`config.mk`:
```
export PLATFORM = sky130hd
export DESIGN_NAME = board_render_sequencer
export DESIGN_NICKNAME = d
export VERILOG_FILES = /design/src/rtl/sokoban_pkg.sv /design/src/rtl/tile_cursor.sv /design/src/rtl/board_render_sequencer.sv
export SDC_FILE = /design/constraint.sdc
export NUM_CORES = 1
export LEC_CHECK = 0
export ABC_AREA = 0
export BUFFER_PORTS_ARGS = -buffer_cell sky130_fd_sc_hd__buf_2
export CORE_ASPECT_RATIO = 1.5
export CORE_MARGIN = 2
export CORE_UTILIZATION = 30
export CTS_CLUSTER_DIAMETER = 40
export DETAILED_ROUTE_END_ITERATION = 6
export GPL_TIMING_DRIVEN = 0
export PLACE_DENSITY = 0.48
export SLEW_MARGIN = 40
export SYNTH_ARGS = -nofsm -noshare
export SYNTH_HDL_FRONTEND = slang
export SYNTH_SLANG_ARGS = --single-unit
```
`constraint.sdc`:
```
create_clock -name clk -period 5 [get_ports clk]
set_clock_uncertainty 0.15 [all_clocks]
set_input_delay 0.25 -clock clk [delete_from_list [all_inputs] [get_ports clk]]
set_output_delay 0.25 -clock clk [all_outputs]
set_load 0.01 [all_outputs]
```
`src/rtl/sokoban_pkg.sv`:
```
// Shared Sokoban definitions: sprite ids, screen limits, render FSM encoding
// and bus widths used by the board renderer.
package sokoban_pkg;

  localparam logic [2:0] FLOOR          = 3'd0;
  localparam logic [2:0] WALL           = 3'd1;
  localparam logic [2:0] GOAL           = 3'd2;
  localparam logic [2:0] BOX            = 3'd3;
  localparam logic [2:0] BOX_ON_GOAL    = 3'd4;
  localparam logic [2:0] PLAYER         = 3'd5;
  localparam logic [2:0] PLAYER_ON_GOAL = 3'd6;
  localparam logic [2:0] EMPTY          = 3'd7;

  localparam int unsigned SCREEN_W = 160;
  localparam int unsigned SCREEN_H = 120;

  localparam int unsigned X_W   = 8;
  localparam int unsigned Y_W   = 7;
  localparam int unsigned ID_W  = 3;
  localparam int unsigned COL_W = 5;
  localparam int unsigned ROW_W = 4;

  typedef enum logic [2:0] {
    IDLE,
    FETCH,
    LATCH,
    ISSUE,
    WAIT_DONE,
    ADVANCE,
    FINISH
  } render_state_t;

endpackage

```
`src/rtl/tile_cursor.sv`:
```
// Raster-order tile position: running col/row/address counters, no multiplier.
module tile_cursor
  import sokoban_pkg::*;
#(
  parameter int unsigned MAP_W  = 10,
  parameter int unsigned MAP_H  = 8,
  parameter int unsigned ADDR_W = 8
) (
  input  logic              clk,
  input  logic              resetn,
  input  logic              clear,
  input  logic              step,
  output logic [COL_W-1:0]  col,
  output logic [ROW_W-1:0]  row,
  output logic [ADDR_W-1:0] addr,
  output logic              wrap_c,
  output logic              last_tile_c
);

  assign wrap_c      = (col == COL_W'(MAP_W - 1));
  assign last_tile_c = wrap_c && (row == ROW_W'(MAP_H - 1));

  // step is never issued on the last tile, so row cannot run past MAP_H-1
  always_ff @(posedge clk) begin
    if (!resetn) begin
      col  <= '0;
      row  <= '0;
      addr <= '0;
    end else if (clear) begin
      col  <= '0;
      row  <= '0;
      addr <= '0;
    end else if (step) begin
      addr <= addr + ADDR_W'(1);
      if (wrap_c) begin
        col <= '0;
        row <= row + ROW_W'(1);
      end else begin
        col <= col + COL_W'(1);
      end
    end
  end

endmodule

```
`src/rtl/board_render_sequencer.sv`:
```
// Walks the level map tile by tile and hands each non-empty tile to the
// sprite drawer, waiting for its completion before moving on.
module board_render_sequencer
  import sokoban_pkg::*;
#(
  parameter int unsigned MAP_W      = 10,
  parameter int unsigned MAP_H      = 8,
  parameter int unsigned ADDR_W     = 8,
  parameter int unsigned TILE_SHIFT = 3,
  parameter int unsigned X_ORIGIN   = 0,
  parameter int unsigned Y_ORIGIN   = 0,
  parameter logic [2:0]  SKIP_ID    = EMPTY
) (
  input  logic              clk,
  input  logic              resetn,
  input  logic              start,
  output logic              busy,
  output logic              frame_done,
  output logic              map_rd_en,
  output logic [ADDR_W-1:0] map_addr,
  input  logic [2:0]        map_data,
  output logic [7:0]        x_out,
  output logic [6:0]        y_out,
  output logic [2:0]        sprite_id_out,
  output logic              begin_draw,
  input  logic              draw_done
);

  render_state_t     state;
  logic [COL_W-1:0]  cur_col;
  logic [ROW_W-1:0]  cur_row;
  logic [ADDR_W-1:0] cur_addr;
  logic              cur_wrap_c;
  logic              cur_last_c;
  logic              cur_clear_c;
  logic              cur_step_c;
  logic [X_W-1:0]    tile_x_c;
  logic [Y_W-1:0]    tile_y_c;

  assign cur_clear_c = (state == IDLE) && start;
  assign cur_step_c  = (state == ADVANCE) && !cur_last_c;

  tile_cursor #(
    .MAP_W  (MAP_W),
    .MAP_H  (MAP_H),
    .ADDR_W (ADDR_W)
  ) u_cursor (
    .clk         (clk),
    .resetn      (resetn),
    .clear       (cur_clear_c),
    .step        (cur_step_c),
    .col         (cur_col),
    .row         (cur_row),
    .addr        (cur_addr),
    .wrap_c      (cur_wrap_c),
    .last_tile_c (cur_last_c)
  );

  // Cursor address is already a flop and is valid during FETCH
  assign map_addr = cur_addr;

  // Pixel position truncates to the screen bus widths
  assign tile_x_c = X_W'(X_ORIGIN) + (X_W'(cur_col) << TILE_SHIFT);
  assign tile_y_c = Y_W'(Y_ORIGIN) + (Y_W'(cur_row) << TILE_SHIFT);

  always_ff @(posedge clk) begin
    if (!resetn) begin
      state         <= IDLE;
      busy          <= 1'b0;
      frame_done    <= 1'b0;
      map_rd_en     <= 1'b0;
      begin_draw    <= 1'b0;
      x_out         <= '0;
      y_out         <= '0;
      sprite_id_out <= '0;
    end else begin
      frame_done <= 1'b0;
      map_rd_en  <= 1'b0;
      begin_draw <= 1'b0;
      case (state)
        IDLE: begin
          if (start) begin
            state     <= FETCH;
            busy      <= 1'b1;
            map_rd_en <= 1'b1;
          end
        end
        FETCH: state <= LATCH;
        LATCH: begin
          // Empty tiles leave the previous draw request on the bus untouched
          if (map_data == SKIP_ID) begin
            state <= ADVANCE;
          end else begin
            sprite_id_out <= map_data;
            x_out         <= tile_x_c;
            y_out         <= tile_y_c;
            begin_draw    <= 1'b1;
            state         <= ISSUE;
          end
        end
        ISSUE: state <= WAIT_DONE;
        WAIT_DONE: begin
          if (draw_done) begin
            state <= ADVANCE;
          end
        end
        ADVANCE: begin
          if (cur_last_c) begin
            state      <= FINISH;
            frame_done <= 1'b1;
          end else begin
            state     <= FETCH;
            map_rd_en <= 1'b1;
          end
        end
        FINISH: begin
          state <= IDLE;
          busy  <= 1'b0;
        end
        default: begin
          state <= IDLE;
          busy  <= 1'b0;
        end
      endcase
    end
  end

endmodule

```
======== Word-level counts from Yosys, hierarchy flattened ========
Index checks and enable logic that the tools add are counted.
word-level totals
  logic and storage cells ................. 53
  bits of input ports ..................... 7
  flip-flop bits (word level) ............. 36
  output and inout port bits .............. 30
operators by class
  multiplexer cells ....................... 13
  reduce and logical (&&, ||, !) cells .... 13
  equal/unequal tests ..................... 10
  add/subtract/negate cells ............... 3
  bitwise operators ....................... 3
operators by type and width
  operator             number
  $pmux 3 s6           1
  $mux 3               4
  $reduce_and 2->1     6
  $eq 3x3->1 const B   3
  $add 8x1->8 const B  1
  $eq 3x2->1 const B   2
  $add 5x1->5 const B  1
  $eq 5x4->1 const B   1
  $mux 1               5
  $mux 5               1
  $reduce_or 5->1      1
  $add 4x1->4 const B  1
  $eq 4x3->1 const B   1
  $ne 2x2->1 const B   2
  $pmux 1 s2           2
  $eq 3x1->1 const B   1
  $logic_and 1x1->1    3
  $logic_not 3->1      1
  $not 1->1            3
  $reduce_or 2->1      1
  $logic_not 1->1      1

======== Logic depth before layout (Yosys ltp) ========
Gate-level depths: netlist of the first run.
  depth in word-level cells ............... 5
  depth in mapped cells ................... 7
  gate-level depth less buffers ........... 6

======== Cells and area by module ========
Synthesis of the first run repeated with hierarchy kept, for this count alone.
second synthesis, totals
  cell total of the unflattened synthesis .. 175
  area total of the unflattened synthesis .. 1601.5 µm²
modules (own cells, without submodules)
  module                  sequential area each (µm²)  cells an instance  instances  area an instance (µm²)
  board_render_sequencer  380.4                       87                 1          839.6
  tile_cursor             340.3                       88                 1          762.0

======== Worst setup path before layout of the first run ========
No wires, ideal clock.
  path type ............................... flip-flop to flip-flop
  from .................................... register u_cursor.col[1]
  to ...................................... register u_cursor.addr[7]
  setup time .............................. 0.137 ns
  clock period less this slack ............ 1.745 ns
  arrival time ............................ 1.457 ns
  buffers on the path ..................... 1
  stages on the path, launching flop included .. 8
  path slack .............................. 3.255 ns
  data required time ...................... 4.713 ns
  cells stage by stage .................... dfxtp_1 -> inv_1 -> ha_1 -> and4bb_1 -> buf_6 -> a2111oi_4 -> xnor2_1 -> nor2_1
between the ends
  word-level cells in the longest chain between the ends .. 4
ends and longest elaborated chain
  what                    RTL line                      source
  start, declared         tile_cursor.sv:13             output logic [COL_W-1:0] col,
  start signal, assigned  tile_cursor.sv:39             col <= col + COL_W'(1);
  $eq 5x4->1              tile_cursor.sv:20             assign wrap_c = (col == COL_W'(MAP_W - 1));
  $logic_and 1x1->1       tile_cursor.sv:21             assign last_tile_c = wrap_c && (row == ROW_W'(MAP_H - 1));
  $logic_not 1->1         board_render_sequencer.sv:41  assign cur_step_c = (state == ADVANCE) && !cur_last_c;
  $logic_and 1x1->1       board_render_sequencer.sv:41
  end signal, assigned    tile_cursor.sv:34             addr <= addr + ADDR_W'(1);
  end, declared           tile_cursor.sv:15             output logic [ADDR_W-1:0] addr,
Every way passes these cells.
A chain may end at the register's enable or synchronous reset.

======== Final worst setup path of the first run ========
  from .................................... register state[1]
  to ...................................... register u_cursor.row[1]
between the ends
  word-level cells in the longest chain between the ends .. 3
  elaborated cells on any way between the ends .. 6
  classes of those cells .................. eq/ne (1); reduce/logical (5)
ends and longest elaborated chain
  what                                                                         RTL line                                                    source
  start, declared                                                              board_render_sequencer.sv:29                                render_state_t state;
  start signal, assigned                                                       board_render_sequencer.sv:68                                state <= IDLE;
  start signal, assigned                                                       board_render_sequencer.sv:83                                state <= FETCH;
  start signal, assigned                                                       board_render_sequencer.sv:88                                FETCH: state <= LATCH;
  $eq 3x3->1 / $logic_not 3->1 (equally long branches)                         board_render_sequencer.sv:41, board_render_sequencer.sv:40
  $logic_and 1x1->1 (on tied branches)                                         board_render_sequencer.sv:41, board_render_sequencer.sv:40
  $reduce_and 2->1 (no source line) / $reduce_or 2->1 (equally long branches)  n/a
  end signal, assigned                                                         tile_cursor.sv:37                                           row <= row + ROW_W'(1);
  end, declared                                                                tile_cursor.sv:14                                           output logic [ROW_W-1:0] row,
Several ways; a longest one is shown, not always the timed one.

==> results of run 1 <==
metal layers:
metal	vias to the layer above	global-route usage, %	wire length (um)
met2	25	21.43	1873
met3	6	2.573	121
li1	699	-	-
met5	-	0	0
met1	609	14.70	1568
met4	0	6.771	93
power by group through the flow:
stage	clock (mW)	sequential (mW)	combinational, mW
after floorplan	0	0.308	0.0459
after global placement	0	0.306	0.0686
after detailed placement	0	0.307	0.0686
after CTS	0.223	0.300	0.0691
after global routing	0.237	0.301	0.0758
final	0.214	0.300	0.0672
metrics by stage:
step           hold slack, ps  setup slack, ps  power, mW  utilization [%]
3_5_place_dp            292.8             2946     0.3751            35.72
3_3_place_gp            291.3             2944     0.3750            35.72
2_1_floorplan           293.5             3255     0.3541                -
4_1_cts                 146.3             2941     0.5919            37.42
5_1_grt                 157.1             2846     0.6141            37.42
6_report                149.4             3028     0.5807            37.42
synthesized netlist by cell type, types with 2 or more instances:
library cell,n,area share (%)
and3b_1,2,1.0
buf_2,4,1.2
and2_1,3,1.1
clkbuf_1,4,0.89
ha_1,4,3.0
inv_1,2,0.44
mux2i_1,2,1.2
buf_4,7,3.1
dfxtp_1,36,43
a211oi_1,5,2.2
a21boi_1,9,4.0
nand2_1,21,4.7
xor2_1,4,2.1
xnor2_1,8,4.1
nand3b_1,2,0.89
nand4_1,5,1.9
nor3b_1,2,0.89
a21oi_1,5,1.5
nor2_1,17,3.8
o221a_2,3,2.0
nand3_1,3,0.89
nor3_1,4,1.2
o21a_1,3,1.3
cell families (layout without fill, tap and decap cells):
logic type                 Yosys count  count (layout)
AOI/OAI and AO/OA                   37              37
xor gates and xnor gates            12              12
adders and majority gates            4               4
buffers and inverters               18              56
DFF                                 36              36
muxes                                2               2
other                                1               6
and+or+nand+nor                     68              68
path summary, 6_finish.rpt:
path                               from                            end  slack [ps]  cells past startpoint
setup / recovery  state[1]$_SDFFE_PN0P_   u_cursor.row[1]$_SDFFE_PP0P_        3030                      4
hold / removal              map_data[2]  sprite_id_out[2]$_SDFFE_PN0P_         150                      2
setup reg to reg  state[1]$_SDFFE_PN0P_   u_cursor.row[1]$_SDFFE_PP0P_        3030                      4
hold reg to reg   x_out[7]$_SDFFE_PN0P_          x_out[7]$_SDFFE_PN0P_         300                      2
state kept, by name (all words and copies together) (netlist names):
name	cells
u_cursor.col	5
u_cursor.addr	8
map_rd_en	1
frame_done	1
y_out	4
busy	1
begin_draw	1
x_out	5
state	3
u_cursor.row	4
sprite_id_out	3
cell type report:
| cell class | instances | area [um^2] |
|---|---|---|
| multi-input combinational | 129 | 882.1 |
| fill | 612 | 3411 |
| buffer | 16 | 98.84 |
| timing repair buffer | 30 | 150.1 |
| clock inverter | 2 | 10.01 |
| clock buffer | 6 | 82.58 |
| tap | 70 | 87.58 |
| inverter | 2 | 7.507 |
| sequential | 36 | 720.7 |
==> flow_summary.yaml, run 1 <==
worst_hold_path:
  hold_class: "primary input to flop"
sta:
  finalSetupViolCount: 0
  max-slew-margin-rel_pct: 46.38
  setup_total_negative_slack_ps: 0
  finalHoldViolCount: 0
  worst-slew-pin-transition_ps: 797.5
  fin_crit_sh_pct: 39.44
  slew_violations: 0
  grt_setup_unrepaired: "false"
  finalCriticalPeriod_ps: 1972
  fmax_ghz: 0.5072
detailed_routing:
  drtIter0Drc: 29
  drc: 0
  vias_per_cell: 4.601
  wl_per_cell_um: 12.57
  postRouteAntennaNets: 0
  routed_wl_um: 3657
  drtPass1Iterations: 4
  vias: 1339
logic_synthesis:
  synth_top_family_by_area: "simple AND/OR/NAND/NOR gates"
  synth_cell_types: 46
  synth_compound_area_share_pct: 17.84
  muxShareOfSynthArea_pct: 1.184
  ys_async_sr_fraction_pct: 0
  synth_xor_area_share_pct: 6.218
  synth_cells: 178
  ys_seq_area_share_pct: 42.64
  ys_ff_latch: 36
  ys.flop_type: "dfxtp_1"
  synthSimpleGateAreaFrac_pct: 22.65
  synthesis.area_um2: 1690
  ys.warnings.count: 0
  synth-edff-count: 0
  synthAdderAreaFrac_pct: 2.961
  syn_avg_cell_area_um2: 9.496
power_and_ir_drop:
  switching_power_mw: 0.1468
  pwr-share-clk_pct: 36.8
  power_leakage_nw: 0.8425
  sequentialPowerShare_pct: 51.7
  switching_share_pct: 25.29
  p_int_mw: 0.4338
  power_density_nw_per_um2: 284.7
  irDropWorstVdd_uv: 120.9
  p_comb_share_pct: 11.6
critical_path:
  cp_slowest_cell: "o31ai_1"
  critPathBufInv: 1
  cp_slowest_stage_delay_ps: 670
  cp.arrival_ps: 1990
  crit_fanout: 10
  cp_top_family: "compound AO/OA/AOI/OAI gates"
  crit_path_start_kind: "flop"
  worstSetupPathType: "flop to flop"
  path_cells: "nand2b_1 > o31ai_1 > clkbuf_1 > nor2_1"
  required_ps: 5020
  worstSetupEndpointType: "flop"
global_routing:
  grt_max_degree: 12
  grt_pass1_wl_um: 5947
  grt_overflow: 0
  antenna_found_initial: 0
  first_global_vias: 1214
  grt_use_total_pct: 12.59
clock_network:
  cts_made_buffers: 5
  cts-htree-levels: 2
  clk_pin_slew_worst_paths_ps: 70
  cts-resized-gates: 0
  post_cts_buffers: 0
  clk_path_buf_depth: 2
  cts_tree: "yes"
  clockRootBuffer: "clkbuf_8"
  clk_latency_ps: 290
  cts_sinks: 36
  cts_hold_buf: 0
layout:
  instances_no_fill: 291
  syn2layout_area_growth_pct: 20.65
  diodes: 0
  finalNetCount: 231
  design_area_um2: 2039
  final_cell_mix: "dfxtp_1, buf_2, nand2_1"
  drive_gt1_share_pct: 28.05
  final_common_cell: "dfxtp_1"
placement:
  dp.cells: 283
  gp_congestion: 0.7963
  hpwl_um: 2696
  numPortBuffers: 30
  placed_area_um2: 1947
floorplan:
  die_x_um: 65.29
  ioPinCount: 37
  start_util_pct: 31.01
  coreArea_um2: 5450
  dieArea_um2: 6264
  die_h_um: 95.94
  row_count: 33
job:
  maxCapViolations: 0
outcome:
  outcome: "finished, final reports clean"
Power figures use the tool's default switching activity.
==> run 2: changes to the inputs <==
--- a/config.mk
+++ b/config.mk
@@ -13,7 +13,7 @@
 export CTS_CLUSTER_DIAMETER = 40
 export DETAILED_ROUTE_END_ITERATION = 6
 export GPL_TIMING_DRIVEN = 0
-export PLACE_DENSITY = 0.48
+export PLACE_DENSITY = 0.5
 export SLEW_MARGIN = 40
 export SYNTH_ARGS = -nofsm -noshare
 export SYNTH_HDL_FRONTEND = slang
==> constraint.sdc (replaced) <==
create_clock -name clk -period 1.6 [get_ports clk]
set_clock_uncertainty 0.15 [all_clocks]
set_input_delay 0.08 -clock clk [delete_from_list [all_inputs] [get_ports clk]]
set_output_delay 0.08 -clock clk [all_outputs]
set_load 0.01 [all_outputs]
==> run 2 against run 1 <==
Against the previous run:
- the flow now finishes with violations (negative hold slack, negative setup slack)
- critical path depth is 2 higher
- critical path type unchanged
- highest routed layer unchanged
- non-clock buffer count is 18 higher
- critical endpoint is now u_cursor.addr[7]$_SDFFE_PP0P_
- power increased to 3.2 times the previous value
- sequential share of layout area decreased by 4.0 points
- register-to-register slack worse by 3100 ps
==> flow_summary.yaml, run 2 (same netlist as run 1, synthesis figures left out) <==
critical_path:
  crit_path_start_kind: "flop"
  cp_slowest_cell: "dfxtp_4"
  cp_num_cells: 6
  reg2reg_from: "u_cursor.col[0]$_SDFFE_PP0P_"
  worstSetupEndpointType: "flop"
  cp_slowest_stage_delay_ps: 370
  path_cells: "ha_4 > and4bb_1 > buf_6 > a2111oi_4 > xnor2_1 > nor2_1"
  worstSetupPathType: "flop to flop"
  required_ps: 1610
  cp_top_family: "flip-flops"
  r2r_end: "u_cursor.addr[7]$_SDFFE_PP0P_"
  r2r_cells: 6
  cp.arrival_ps: 1690
  rrSetupSlack_ps: -70
  critPathBufInv: 1
  crit_fanout: 5
power_and_ir_drop:
  sequentialPowerShare_pct: 49.9
  switching_share_pct: 24.32
  total_power_mw: 1.879
  p_int_mw: 1.422
  pwr-share-clk_pct: 36.8
  irDropWorstVdd_uv: 532.9
  switching_power_mw: 0.4570
  power_density_nw_per_um2: 801.4
  p_comb_share_pct: 13.2
  power_leakage_nw: 0.9505
floorplan:
  dieArea_um2: 6264
  coreArea_um2: 5450
  start_util_pct: 31.01
  row_count: 33
  die_x_um: 65.29
  ioPinCount: 37
  die_h_um: 95.94
sta:
  fin_ws_ps: -73.00
  finalHoldViolCount: 1
  timing.hold.ws_ps: -2.835
  setup_total_negative_slack_ps: -106.2
  grt_setup_unrepaired: "true"
  finalSetupViolCount: 4
  slew_violations: 0
  fmax_ghz: 0.5977
  fin_crit_sh_pct: 104.6
  finalCriticalPeriod_ps: 1673
layout:
  register_area_um2: 735.7
  fin_util_pct: 43.02
  final_cell_mix: "buf_2, dfxtp_1, nand2_1"
  registers.top_by_ff_count: "u_cursor.addr"
  multiInputGateArea_um2: 991.0
  largest_reg_flops: 8
  syn2layout_area_growth_pct: 38.71
  diodes: 0
  finalNetCount: 249
  num-fill-cells: 557
  top_regs: "u_cursor.addr (8), u_cursor.col (5), x_out (5)"
  final_common_cell: "buf_2"
  drive_gt1_share_pct: 40.34
global_routing:
  grt_max_degree: 11
  grt_use_total_pct: 12.72
  antenna_found_initial: 0
  grt_pass1_wl_um: 6106
  first_global_vias: 1304
  grt_overflow: 0
detailed_routing:
  vias: 1429
  drtPass1Iterations: 4
  drc: 0
  postRouteAntennaNets: 0
  wl_per_cell_um: 12.83
  vias_per_cell: 4.640
  drtIter0Drc: 23
  routed_wl_um: 3952
outcome:
  violations: "negative hold slack, negative setup slack"
  outcome: "finished, violations left"
worst_hold_path:
  min_to: "sprite_id_out[1]$_SDFFE_PN0P_"
  hold_class: "primary input to flop"
  holdPathStages: 2
  min_from: "map_data[1]"
placement:
  post-place-ws_ps: -209.9
  gp_congestion: 0.7108
  numPortBuffers: 30
  hpwl_um: 2648
clock_network:
  clockRootBuffer: "clkbuf_8"
  cts_made_buffers: 5
  cts-htree-levels: 2
  cts_tree: "yes"
  clk_path_buf_depth: 2
  clk_latency_ps: 290
  cts_sinks: 36
  clk_pin_slew_worst_paths_ps: 70
job:
  maxCapViolations: 0
## run 2: cell types whose count changed in the layout (fill, tap and decap cells not counted), sizes merged
| cell | before | now |
|---|---|---|
| buf | 42 | 58 |
| clkbuf | 10 | 9 |
| clkinv | 2 | 0 |
| dlygate4sd3 | 0 | 4 |
## run 2: layout make-up
type                            count  area share [%]
Buffer                             15           4.749
Clock buffer                        7           4.109
Inverter                            2          0.3202
Multi-Input combinational cell    129           42.26
Sequential cell                    36           31.38
Tap cell                           70           3.735
Timing Repair Buffer               49           13.45
## run 2: power groups by stage
stage / Combinational [mW] / Clock (mW) / Sequential, mW
floorplan: 0.144 / 0 / 0.963
CTS: 0.234 / 0.717 / 0.939
global placement: 0.213 / 0 / 0.958
detailed placement: 0.213 / 0 / 0.959
global route: 0.271 / 0.758 / 0.942
finish: 0.248 / 0.692 / 0.938
## run 2: worst max-delay path by stage
stage	from	end	slack, ps
final	u_cursor.col[0]$_SDFFE_PP0P_	u_cursor.addr[7]$_SDFFE_PP0P_	-70
after CTS	u_cursor.col[1]$_SDFFE_PP0P_	u_cursor.addr[7]$_SDFFE_PP0P_	-70
after detailed placement	state[1]$_SDFFE_PN0P_	u_cursor.addr[5]$_SDFFE_PP0P_	-210
after global routing	u_cursor.col[1]$_SDFFE_PP0P_	u_cursor.addr[7]$_SDFFE_PP0P_	-130
after global placement	state[1]$_SDFFE_PN0P_	u_cursor.addr[2]$_SDFFE_PP0P_	-470
after floorplan	u_cursor.col[1]$_SDFFE_PP0P_	u_cursor.addr[7]$_SDFFE_PP0P_	-20
## run 2: stage by stage
| step | instances | instance area, um^2 |
|---|---|---|
| finish | 308 | 2345 |
| global route | 308 | 2345 |
| CTS | 300 | 2231 |
| detailed placement | 283 | 1977 |
| global placement | 283 | 1972 |
| floorplan | 183 | 1734 |
## run 2: metal layers
layer	wire length (um)	global-route usage (%)	up-vias
met5	0	0	-
met4	110	6.250	0
met3	149	3.275	10
met2	2061	21.68	36
met1	1631	14.65	645
li1	-	-	738
## run 2: worst register-to-register path: cells and delay by family (launching register included)
family | cells | cell delay (ps)
adder cells (fa/ha/maj) | 1 | 160
XOR/XNOR | 1 | 150
AO/OA/AOI/OAI | 1 | 300
AND/OR/NAND/NOR | 2 | 270
flip-flops | 1 | 370
buffers and inverters | 1 | 140
## run 2: what timing repair did
item / CTS / global route
setup buffers: 7 / 6
gates resized for setup: 16 / 15
setup endpoints to repair: 32 / 27
hold buffers: 4 / 0
pin swaps: 2 / 3
endpoints found under the hold margin: 7 / 0
gates cloned: 0 / 2
